$ cat config.mk
export PLATFORM = sky130hd
export DESIGN_NAME = alu_exec_unit
export DESIGN_NICKNAME = d
export VERILOG_FILES = /design/src/rtl/alu_pkg.sv /design/src/rtl/alu_shift_step.sv /design/src/rtl/alu_exec_unit.sv
export SDC_FILE = /design/constraint.sdc
export NUM_CORES = 1
export LEC_CHECK = 0
export BUFFER_PORTS_ARGS = -buffer_cell sky130_fd_sc_hd__buf_2
export CORE_ASPECT_RATIO = 1.5
export CORE_UTILIZATION = 60
export CTS_CLUSTER_DIAMETER = 120
export CTS_CLUSTER_SIZE = 14
export DETAILED_ROUTE_END_ITERATION = 10
export PLACE_DENSITY_LB_ADDON = 0.15
export SLEW_MARGIN = 30
export SYNTH_ARGS = -nofsm -noshare
export SYNTH_HDL_FRONTEND = slang
export SYNTH_HIERARCHICAL = 1
export SYNTH_SLANG_ARGS = --single-unit
$ cat constraint.sdc
create_clock -name clk -period 4.76 [get_ports clk]
set_clock_uncertainty 0.05 [all_clocks]
set_input_delay 0.476 -clock clk [delete_from_list [all_inputs] [get_ports clk]]
set_output_delay 0.476 -clock clk [all_outputs]
set_load 0.02 [all_outputs]
$ cat src/rtl/alu_pkg.sv
// Shared opcodes, FSM state, flag indices and default widths for the ALU execute stage.
package alu_pkg;

  localparam int ALU_WIDTH   = 16;
  localparam int ALU_SHAMT_W = 4;

  localparam logic [3:0] ALU_ADD   = 4'b0000;
  localparam logic [3:0] ALU_SUB   = 4'b0001;
  localparam logic [3:0] ALU_AND   = 4'b0010;
  localparam logic [3:0] ALU_OR    = 4'b0011;
  localparam logic [3:0] ALU_XOR   = 4'b0100;
  localparam logic [3:0] ALU_CMP   = 4'b0101;
  localparam logic [3:0] ALU_MOV   = 4'b0110;
  localparam logic [3:0] ALU_NOP   = 4'b0111;
  localparam logic [3:0] ALU_SLL   = 4'b1000;
  localparam logic [3:0] ALU_SLR   = 4'b1001;
  localparam logic [3:0] ALU_SRL   = 4'b1010;
  localparam logic [3:0] ALU_SRA   = 4'b1011;
  localparam logic [3:0] ALU_PASS0 = 4'b1100;
  localparam logic [3:0] ALU_PASS1 = 4'b1101;
  localparam logic [3:0] ALU_PASS2 = 4'b1110;
  localparam logic [3:0] ALU_PASS3 = 4'b1111;

  // Shift kind is the low two opcode bits of a shift op.
  localparam logic [1:0] SH_SLL = 2'b00;
  localparam logic [1:0] SH_SLR = 2'b01;
  localparam logic [1:0] SH_SRL = 2'b10;
  localparam logic [1:0] SH_SRA = 2'b11;

  localparam int FLAG_S = 3;
  localparam int FLAG_Z = 2;
  localparam int FLAG_C = 1;
  localparam int FLAG_V = 0;

  typedef enum logic {
    IDLE  = 1'b0,
    SHIFT = 1'b1
  } state_t;

  function automatic logic is_shift_op(input logic [3:0] op);
    return (op[3:2] == 2'b10);
  endfunction

endpackage

$ cat src/rtl/alu_shift_step.sv
// One-bit shift/rotate of a WIDTH-bit word; o_out_bit is the bit leaving
// the word (for rotate, the bit wrapped into position 0).
module alu_shift_step
  import alu_pkg::*;
#(
  parameter int WIDTH = ALU_WIDTH
) (
  input  logic [1:0]       i_kind,
  input  logic [WIDTH-1:0] i_din,
  output logic [WIDTH-1:0] o_dout,
  output logic             o_out_bit
);

  always_comb begin
    o_dout    = i_din;
    o_out_bit = 1'b0;
    case (i_kind)
      SH_SLL: begin
        o_dout    = {i_din[WIDTH-2:0], 1'b0};
        o_out_bit = i_din[WIDTH-1];
      end
      SH_SLR: begin
        o_dout    = {i_din[WIDTH-2:0], i_din[WIDTH-1]};
        o_out_bit = i_din[WIDTH-1];
      end
      SH_SRL: begin
        o_dout    = {1'b0, i_din[WIDTH-1:1]};
        o_out_bit = i_din[0];
      end
      SH_SRA: begin
        o_dout    = {i_din[WIDTH-1], i_din[WIDTH-1:1]};
        o_out_bit = i_din[0];
      end
      default: begin
        o_dout    = i_din;
        o_out_bit = 1'b0;
      end
    endcase
  end

endmodule

$ cat src/rtl/alu_exec_unit.sv
// ALU execute stage: single-cycle arithmetic/logic, iterative one-bit-per-cycle
// shifts with start/busy/done. Define ALU_BARREL_SHIFT_EN for 1-cycle shifts.
module alu_exec_unit
  import alu_pkg::*;
#(
  parameter int WIDTH   = ALU_WIDTH,
  parameter int SHAMT_W = ALU_SHAMT_W
) (
  input  logic               clk,
  input  logic               rst,
  input  logic               start,
  input  logic [3:0]         ALU_Cnt,
  input  logic [WIDTH-1:0]   in_a,
  input  logic [WIDTH-1:0]   in_b,
  input  logic [SHAMT_W-1:0] shamt,
  output logic               busy,
  output logic               done,
  output logic [WIDTH-1:0]   result,
  output logic [3:0]         flags
);

  localparam int MSB = WIDTH - 1;
  localparam logic [SHAMT_W-1:0] CNT_ONE = 1;

  state_t               r_state;
  state_t               w_state_next;
  logic [WIDTH-1:0]     r_result;
  logic [3:0]           r_flags;
  logic                 r_done;
  logic [WIDTH-1:0]     r_sh_val;
  logic [1:0]           r_sh_kind;
  logic [SHAMT_W-1:0]   r_cnt;

  logic [WIDTH:0]       w_sum;
  logic [WIDTH:0]       w_diff;
  logic                 w_add_v;
  logic                 w_sub_v;
  logic [WIDTH-1:0]     w_alu_res;
  logic [WIDTH-1:0]     w_fsrc;
  logic                 w_c;
  logic                 w_v;
  logic [3:0]           w_alu_flags;
  logic [WIDTH-1:0]     w_shift_res;
  logic                 w_shift_c;
  logic                 w_long;
  logic [WIDTH-1:0]     w_first_val;
  logic                 w_first_c;
  logic [WIDTH-1:0]     w_iter_val;
  logic                 w_iter_c;
  logic [3:0]           w_iter_flags;

  // First step is taken at the start edge, so an n-bit shift finishes n edges later.
  alu_shift_step #(.WIDTH(WIDTH)) u_step_first (
    .i_kind    (ALU_Cnt[1:0]),
    .i_din     (in_a),
    .o_dout    (w_first_val),
    .o_out_bit (w_first_c)
  );

  alu_shift_step #(.WIDTH(WIDTH)) u_step_iter (
    .i_kind    (r_sh_kind),
    .i_din     (r_sh_val),
    .o_dout    (w_iter_val),
    .o_out_bit (w_iter_c)
  );

`ifdef ALU_BARREL_SHIFT_EN
  localparam int MAX_SH = (1 << SHAMT_W) - 1;

  logic [WIDTH-1:0] w_stage   [0:MAX_SH];
  logic             w_stage_c [0:MAX_SH];

  assign w_stage[0]   = in_a;
  assign w_stage_c[0] = 1'b0;

  for (genvar gi = 0; gi < MAX_SH; gi++) begin : g_barrel
    alu_shift_step #(.WIDTH(WIDTH)) u_step (
      .i_kind    (ALU_Cnt[1:0]),
      .i_din     (w_stage[gi]),
      .o_dout    (w_stage[gi+1]),
      .o_out_bit (w_stage_c[gi+1])
    );
  end

  assign w_shift_res = w_stage[shamt];
  assign w_shift_c   = w_stage_c[shamt];
  assign w_long      = 1'b0;
`else
  assign w_shift_res = (shamt == '0) ? in_a : w_first_val;
  assign w_shift_c   = (shamt == '0) ? 1'b0 : w_first_c;
  assign w_long      = is_shift_op(ALU_Cnt) && (shamt > CNT_ONE);
`endif

  assign w_sum   = {1'b0, in_a} + {1'b0, in_b};
  // Top bit of the widened difference is the unsigned borrow (A < B).
  assign w_diff  = {1'b0, in_a} - {1'b0, in_b};
  assign w_add_v = (in_a[MSB] == in_b[MSB]) && (w_sum[MSB] != in_a[MSB]);
  assign w_sub_v = (in_a[MSB] != in_b[MSB]) && (w_diff[MSB] != in_a[MSB]);

  always_comb begin
    w_alu_res = in_b;
    w_c       = 1'b0;
    w_v       = 1'b0;
    case (ALU_Cnt)
      ALU_ADD: begin
        w_alu_res = w_sum[WIDTH-1:0];
        w_c       = w_sum[WIDTH];
        w_v       = w_add_v;
      end
      ALU_SUB: begin
        w_alu_res = w_diff[WIDTH-1:0];
        w_c       = w_diff[WIDTH];
        w_v       = w_sub_v;
      end
      ALU_CMP: begin
        w_alu_res = in_a;
        w_c       = w_diff[WIDTH];
        w_v       = w_sub_v;
      end
      ALU_AND: w_alu_res = in_a & in_b;
      ALU_OR:  w_alu_res = in_a | in_b;
      ALU_XOR: w_alu_res = in_a ^ in_b;
      ALU_MOV: w_alu_res = in_b;
      ALU_NOP: w_alu_res = in_a;
      ALU_SLL, ALU_SLR, ALU_SRL, ALU_SRA: begin
        w_alu_res = w_shift_res;
        w_c       = w_shift_c;
      end
      default: w_alu_res = in_b;
    endcase
  end

  // CMP keeps A as its result but reports S/Z of the difference.
  assign w_fsrc = (ALU_Cnt == ALU_CMP) ? w_diff[WIDTH-1:0] : w_alu_res;

  always_comb begin
    w_alu_flags         = '0;
    w_alu_flags[FLAG_S] = w_fsrc[MSB];
    w_alu_flags[FLAG_Z] = (w_fsrc == '0);
    w_alu_flags[FLAG_C] = w_c;
    w_alu_flags[FLAG_V] = w_v;
  end

  always_comb begin
    w_iter_flags         = '0;
    w_iter_flags[FLAG_S] = w_iter_val[MSB];
    w_iter_flags[FLAG_Z] = (w_iter_val == '0);
    w_iter_flags[FLAG_C] = w_iter_c;
  end

  always_ff @(posedge clk) begin
    if (rst) begin
      r_state <= IDLE;
    end else begin
      r_state <= w_state_next;
    end
  end

  always_comb begin
    w_state_next = r_state;
    case (r_state)
      IDLE:    if (start && w_long) w_state_next = SHIFT;
      SHIFT:   if (r_cnt == CNT_ONE) w_state_next = IDLE;
      default: w_state_next = IDLE;
    endcase
  end

  always_comb begin
    busy = (r_state == SHIFT);
  end

  always_ff @(posedge clk) begin
    if (rst) begin
      r_result  <= '0;
      r_flags   <= '0;
      r_done    <= 1'b0;
      r_sh_val  <= '0;
      r_sh_kind <= SH_SLL;
      r_cnt     <= '0;
    end else begin
      r_done <= 1'b0;
      case (r_state)
        IDLE: begin
          if (start) begin
            if (w_long) begin
              r_sh_val  <= w_first_val;
              r_sh_kind <= ALU_Cnt[1:0];
              r_cnt     <= shamt - CNT_ONE;
            end else begin
              r_result <= w_alu_res;
              r_flags  <= w_alu_flags;
              r_done   <= 1'b1;
            end
          end
        end
        SHIFT: begin
          r_sh_val <= w_iter_val;
          r_cnt    <= r_cnt - CNT_ONE;
          if (r_cnt == CNT_ONE) begin
            r_result <= w_iter_val;
            r_flags  <= w_iter_flags;
            r_done   <= 1'b1;
          end
        end
        default: r_done <= 1'b0;
      endcase
    end
  end

  assign done   = r_done;
  assign result = r_result;
  assign flags  = r_flags;

endmodule

Yosys cells after proc, flatten, opt, wreduce, memory -nomap -nowiden
Index checks and enable logic that the tools add are counted.

RAM bits: 0. Flip-flop bits (word level): 44. Bits in latches: 0. Memories: 0. Bits of input ports: 43. Output and inout port bits: 22. ROM bits: 0. Word-level logic and storage cells: 93.

Shift operators: 0. Reductions and logical operators: 20. Multiply operators: 0. $add $sub $neg: 4. $lt $le $gt $ge: 1. Bitwise operators: 4. Div/mod/pow operators: 0. Muxes and demuxes: 31. Eq/ne operators: 26.

Operators by type and width (count): one-hot mux 16 bit (4 select lines) (2); 2-to-1 mux 16 bit (7); one-hot mux 16 bit (7 select lines) (1); one-hot mux 16 bit (2 select lines) (2); logical NOT 16 bit (2); 2-to-1 mux 4 bit (5); adder 16 x 16 -> 17 bit (1); subtractor 16 x 16 -> 17 bit (1); bitwise AND 16 bit (1); equality test 4 bit, second input constant (4); bitwise OR 16 bit (1); one-hot mux 4 bit (2 select lines) (2); XOR 16 bit (1); equality test 4 x 3 -> 1 bit, second input constant (3); OR reduction 2 bit (6); equality test 2 bit, second input constant (5); one-hot mux 1 bit (2 select lines) (5); equality test 4 x 1 -> 1 bit, second input constant (2); equality test 4 x 2 -> 1 bit, second input constant (2); logical NOT 4 bit (2); subtractor 4 x 1 -> 4 bit, second input constant (2); 2-to-1 mux 1 bit (6); != test 2 bit, second input constant (3); AND reduction 3 bit (2); other kinds (11) (18).

Logic depth before layout (Yosys ltp)
Word-level depth: 9. Depth in mapped cells: 14. Depth with buffers taken out: 13.

Cells and area by module
Netlist, hierarchy kept.

By module, submodules not included: alu_exec_unit (cells each 743, area an instance 5270.1 sq um, seq. area each 880.8 sq um, instances 1); alu_shift_step (cells each 23, area an instance 249.0 sq um, seq. area each 0.0 sq um, instances 2).

Worst setup path after synthesis
OpenSTA, ideal clock, no wires.

Path kind: in2reg. Start: input port in_a[1]. End: register r_flags[2] (netlist: flags[2]). Path buffers: 1. Cell stages on the path: 13. Arrival: 3.411 ns. Library setup time: 0.091 ns. Path slack: 1.208 ns. Data required time: 4.619 ns. Cell sequence: inv_1 > ha_1 > o21ba_1 > a2111oi_2 > o32a_1 > buf_2 > a221oi_2 > a2111oi_2 > mux2i_1 > a21o_1 > a21o_1 > or4_1 > a311oi_1.

Word-level cells in the longest chain between the ends: 8. Elaborated cells on any way between the ends: 13. Those cells by class: 2 x add/sub; 7 x mux; 3 x bitwise; 1 x reduce/logical.

RTL lines: from (decl) (RTL line alu_exec_unit.sv:13) `input logic [WIDTH-1:0] in_a,`; parallel branches: the longest is 3 deep, another holds subtractor 16 x 16 -> 17 bit; 2-to-1 mux 16 bit (*) (RTL line alu_exec_unit.sv:134) `assign w_fsrc = (ALU_Cnt == ALU_CMP) ? w_diff[WIDTH-1:0] : w_alu_res;`; logical NOT 16 bit (*) (RTL line alu_exec_unit.sv:139) `w_alu_flags[FLAG_Z] = (w_fsrc == '0);`; 2-to-1 mux 4 bit (*) (RTL line alu_exec_unit.sv:185) `if (w_long) begin`; 2-to-1 mux 4 bit (*) (RTL line alu_exec_unit.sv:184) `if (start) begin`; one-hot mux 4 bit (2 select lines) (*) (RTL line alu_exec_unit.sv:182) `case (r_state)`; to (signal assigned) (RTL line alu_exec_unit.sv:191) `r_flags <= w_alu_flags;`; to (signal assigned) (RTL line alu_exec_unit.sv:201) `r_flags <= w_iter_flags;`; to (decl) (RTL line alu_exec_unit.sv:28) `logic [3:0] r_flags;`.

Mark *: on every way between the ends. The select of a mux whose other input is x is not followed. A chain may end at the register's enable or synchronous reset.

Final worst setup path
Same ends and word-level chain as after synthesis.

==> qor.yml <==
worst_hold_path:
  holdPathEnd: "flags[3]"
  hp-class: "flop to flop"
  hold_path_depth: 2
  min_from: "flags[3]"
routing:
  drc: 0
  drtIter0Drc: 748
  vias: 6422
  wl_per_cell_microns: 21.7
  drt-total-wl_microns: 20200
  drt_pass1_iterations: 10
  routed_via_density: 6.91
  ant_nets: 0
power_and_ir_drop:
  power_frac_comb_pct: 45.7
  p_seq_share_pct: 29.7
  netSwitchingFraction_pct: 39.8
  internal_power_uw: 835
  p_per_area_mw_per_mm2: 223
  p_sw_uw: 552
  peakVddDrop_mv: 0.396
  p_leak_nw: 2.69
  p_clk_share_pct: 24.6
placement:
  io_buffers: 64
  dp_cells: 922
  gp_congestion: 1.00
  dpl.hpwl_microns: 15000
yosys:
  synth-simple-area-share_pct: 19.0
  synth_top_area_share_pct: 15.3
  synth_nets: 890
  synth.area.mux_share_pct: 10.9
  synthDistinctLibCells: 70
  yosys-top-cells-area: "dfxtp_1, ha_1, nor2_1"
  synth-compound-area-share_pct: 29.8
  synth_top_family_by_area: "compound AO/OA/AOI/OAI gates"
  synthArstFlopShare_pct: 0
  avgSynthCellArea_sq_um: 7.31
  synth_ff_type: "dfxtp_1"
  synth_common_cells: "nor2_1, a21oi_1, inv_1, o21ai_0, ha_1"
  yosysSeqAreaShare_pct: 15.3
  synthCells: 789
  synth_fa_ha_area_share_pct: 12.8
  ys_warn_count: 6
  synth_xor_area_share_pct: 3.19
  yosys.area.top_type: "dfxtp_1"
  synth_seq_cells: 44
  synthesis.area_sq_mm: 0.00577
  synth.most_common_cell: "nor2_1"
  synth_edf_count: 0
layout:
  n_fill_cell: 833
  final_cells: 930
  antenna_cells: 0
  nNetsFinal: 918
  area_growth_pct: 7.90
  fin_util_pct: 66.9
  drive_above_1_share_pct: 16.7
grt:
  grt-ovfl-total: 0
  grtUsageTotal_pct: 41.4
  grt_start_max_net_pins: 53
  grt_pass1_wl_microns: 31500
  grt_pass1_vias: 6112
  antenna_found_initial: 0
sta:
  fin_crit_ps: 3930
  worstMarginPinSlew_ps: 902
  fmax_ghz: 0.255
  rsz0062_at_grt: "false"
  relSlewSlack_pct: 39.8
  hold_viol_final: 0
  finalCritPeriodShare_pct: 82.5
  fin_tns_setup_ps: 0
  fin_hold_ws_ps: 428
  setup_viol: 0
  maxSlewViolCount: 0
clock_tree:
  clk_pin_slew_ps: 60
  cts_inserted_buffers: 5
  cts_tree: "yes"
  htree_levels: 2
  cts_root_buf: "clkbuf_16"
  cts.hold.buffers_added: 0
  ctsResizeCount: 0
  cts_buffer_depth: 2
  cts_setup_buffers: 0
  clk_latency_ps: 290
  clock_sinks: 44
floorplan:
  rows: 43
  core_area_sq_mm: 0.00931
  top_level_ports: 65
  die_h_microns: 122
  die_area_sq_mm: 0.0100
  dieWidth_microns: 82.1
  start_util_pct: 62.0
setup_path:
  r2r_start: "r_sh_kind[1]"
  slowest_delay_ps: 530
  crit_slowest_cell: "or4_1"
  cp_max_fo: 9
  required_ps: 4900
  rr_endpoint: "flags[2]"
  r2r_cells: 5
  cp_data_arrival_time_ps: 4070
  cp-end-kind: "flop"
  path_cells: "buf_2 -> inv_1 -> ha_1 -> o21ba_1 -> a2111oi_2 -> o32a_1 -> a221oi_2 -> a2111oi_2 -> mux2i_1 -> a21o_1 -> a21o_1 -> or4_1 -> a311oi_1"
  r2r_setup_slack_ps: 2030
  crit_type: "input port to flop"
  worstSetupStartpointType: "input port"
flow_run:
  cap_violations: 0
status:
  status: "finished clean"
state kept, by name (all words and copies together), names as in the netlist:
signal	flops
busy	1
done	1
flags	4
r_cnt	4
r_sh_kind	2
r_sh_val	16
result	16
area by class of cell:
| cell class | count | area (sq um) | area share [%] |
|---|---|---|---|
| Inverter | 63 | 236 | 3.80 |
| Multi-Input combinational cell | 623 | 4380 | 70.3 |
| Tap cell | 112 | 140 | 2.25 |
| Timing Repair Buffer | 80 | 440 | 7.08 |
| Clock buffer | 6 | 139 | 2.23 |
| Clock inverter | 2 | 10.0 | 0.161 |
| Sequential cell | 44 | 881 | 14.2 |
placed cells by master (no fill, tap or decap), types with 17 or more instances in the layout:
master and count:
a211oi_1 17, a21oi_1 62, buf_2 64, dfxtp_1 44
ha_1 56, inv_1 61, mux2_2 21, mux2i_1 21
nand2_1 45, nor2_1 92, nor3_1 21, o21ai_0 61
o22ai_1 17, xnor2_1 17
routing by layer:
layer | share of wire [%] | global-route usage [%]
met1 | 37 | 48.8
met2 | 49 | 68.5
met3 | 8.4 | 6.97
met4 | 5.6 | 24.8
met5 | 0 | 0
worst max-delay path: cells and delay by family:
| kind | cells | cell delay, ps |
|---|---|---|
| adder cells (fa/ha/maj) | 1 | 360 |
| AND/OR/NAND/NOR | 1 | 530 |
| buffers and inverters | 2 | 270 |
| multiplexers | 1 | 110 |
| AO/OA/AOI/OAI | 8 | 2330 |
metrics by stage:
step                      area [sq um]  worst slack (ps)  power, mW
after floorplan                   5770              1210      0.851
after global placement            6070               636       1.02
after detailed placement          6070               596       1.03
after CTS                         6220               861       1.37
after global routing              6220               561       1.46
final                             6220               832       1.39
logic make-up after synthesis:
logic type / Yosys count
flip-flops: 44
multiplexers: 54
adder cells (fa/ha/maj): 58
AO/OA/AOI/OAI: 255
XOR/XNOR: 21
AND/OR/NAND/NOR: 235
buffers and inverters: 122
power by group through the flow:
| stage | Combinational (mW) | Sequential [mW] | Clock (mW) |
|---|---|---|---|
| 2_1_floorplan | 0.416 | 0.436 | 0 |
| 3_3_place_gp | 0.604 | 0.417 | 0 |
| 3_5_place_dp | 0.611 | 0.419 | 0 |
| 4_1_cts | 0.617 | 0.411 | 0.344 |
| 5_1_grt | 0.682 | 0.415 | 0.358 |
| 6_report | 0.634 | 0.412 | 0.341 |
how the worst max path moves through the flow:
stage                       start        to  slack [ps]  cells past startpoint
after floorplan           in_a[1]  flags[2]        1210                     13
after global placement    in_a[1]  flags[2]         640                     13
after detailed placement  in_a[1]  flags[2]         600                     13
after CTS                 in_a[1]  flags[2]         860                     13
after global routing      in_a[1]  flags[2]         560                     13
final                     in_a[1]  flags[2]         830                     13
(Power assumes the default switching activity.)
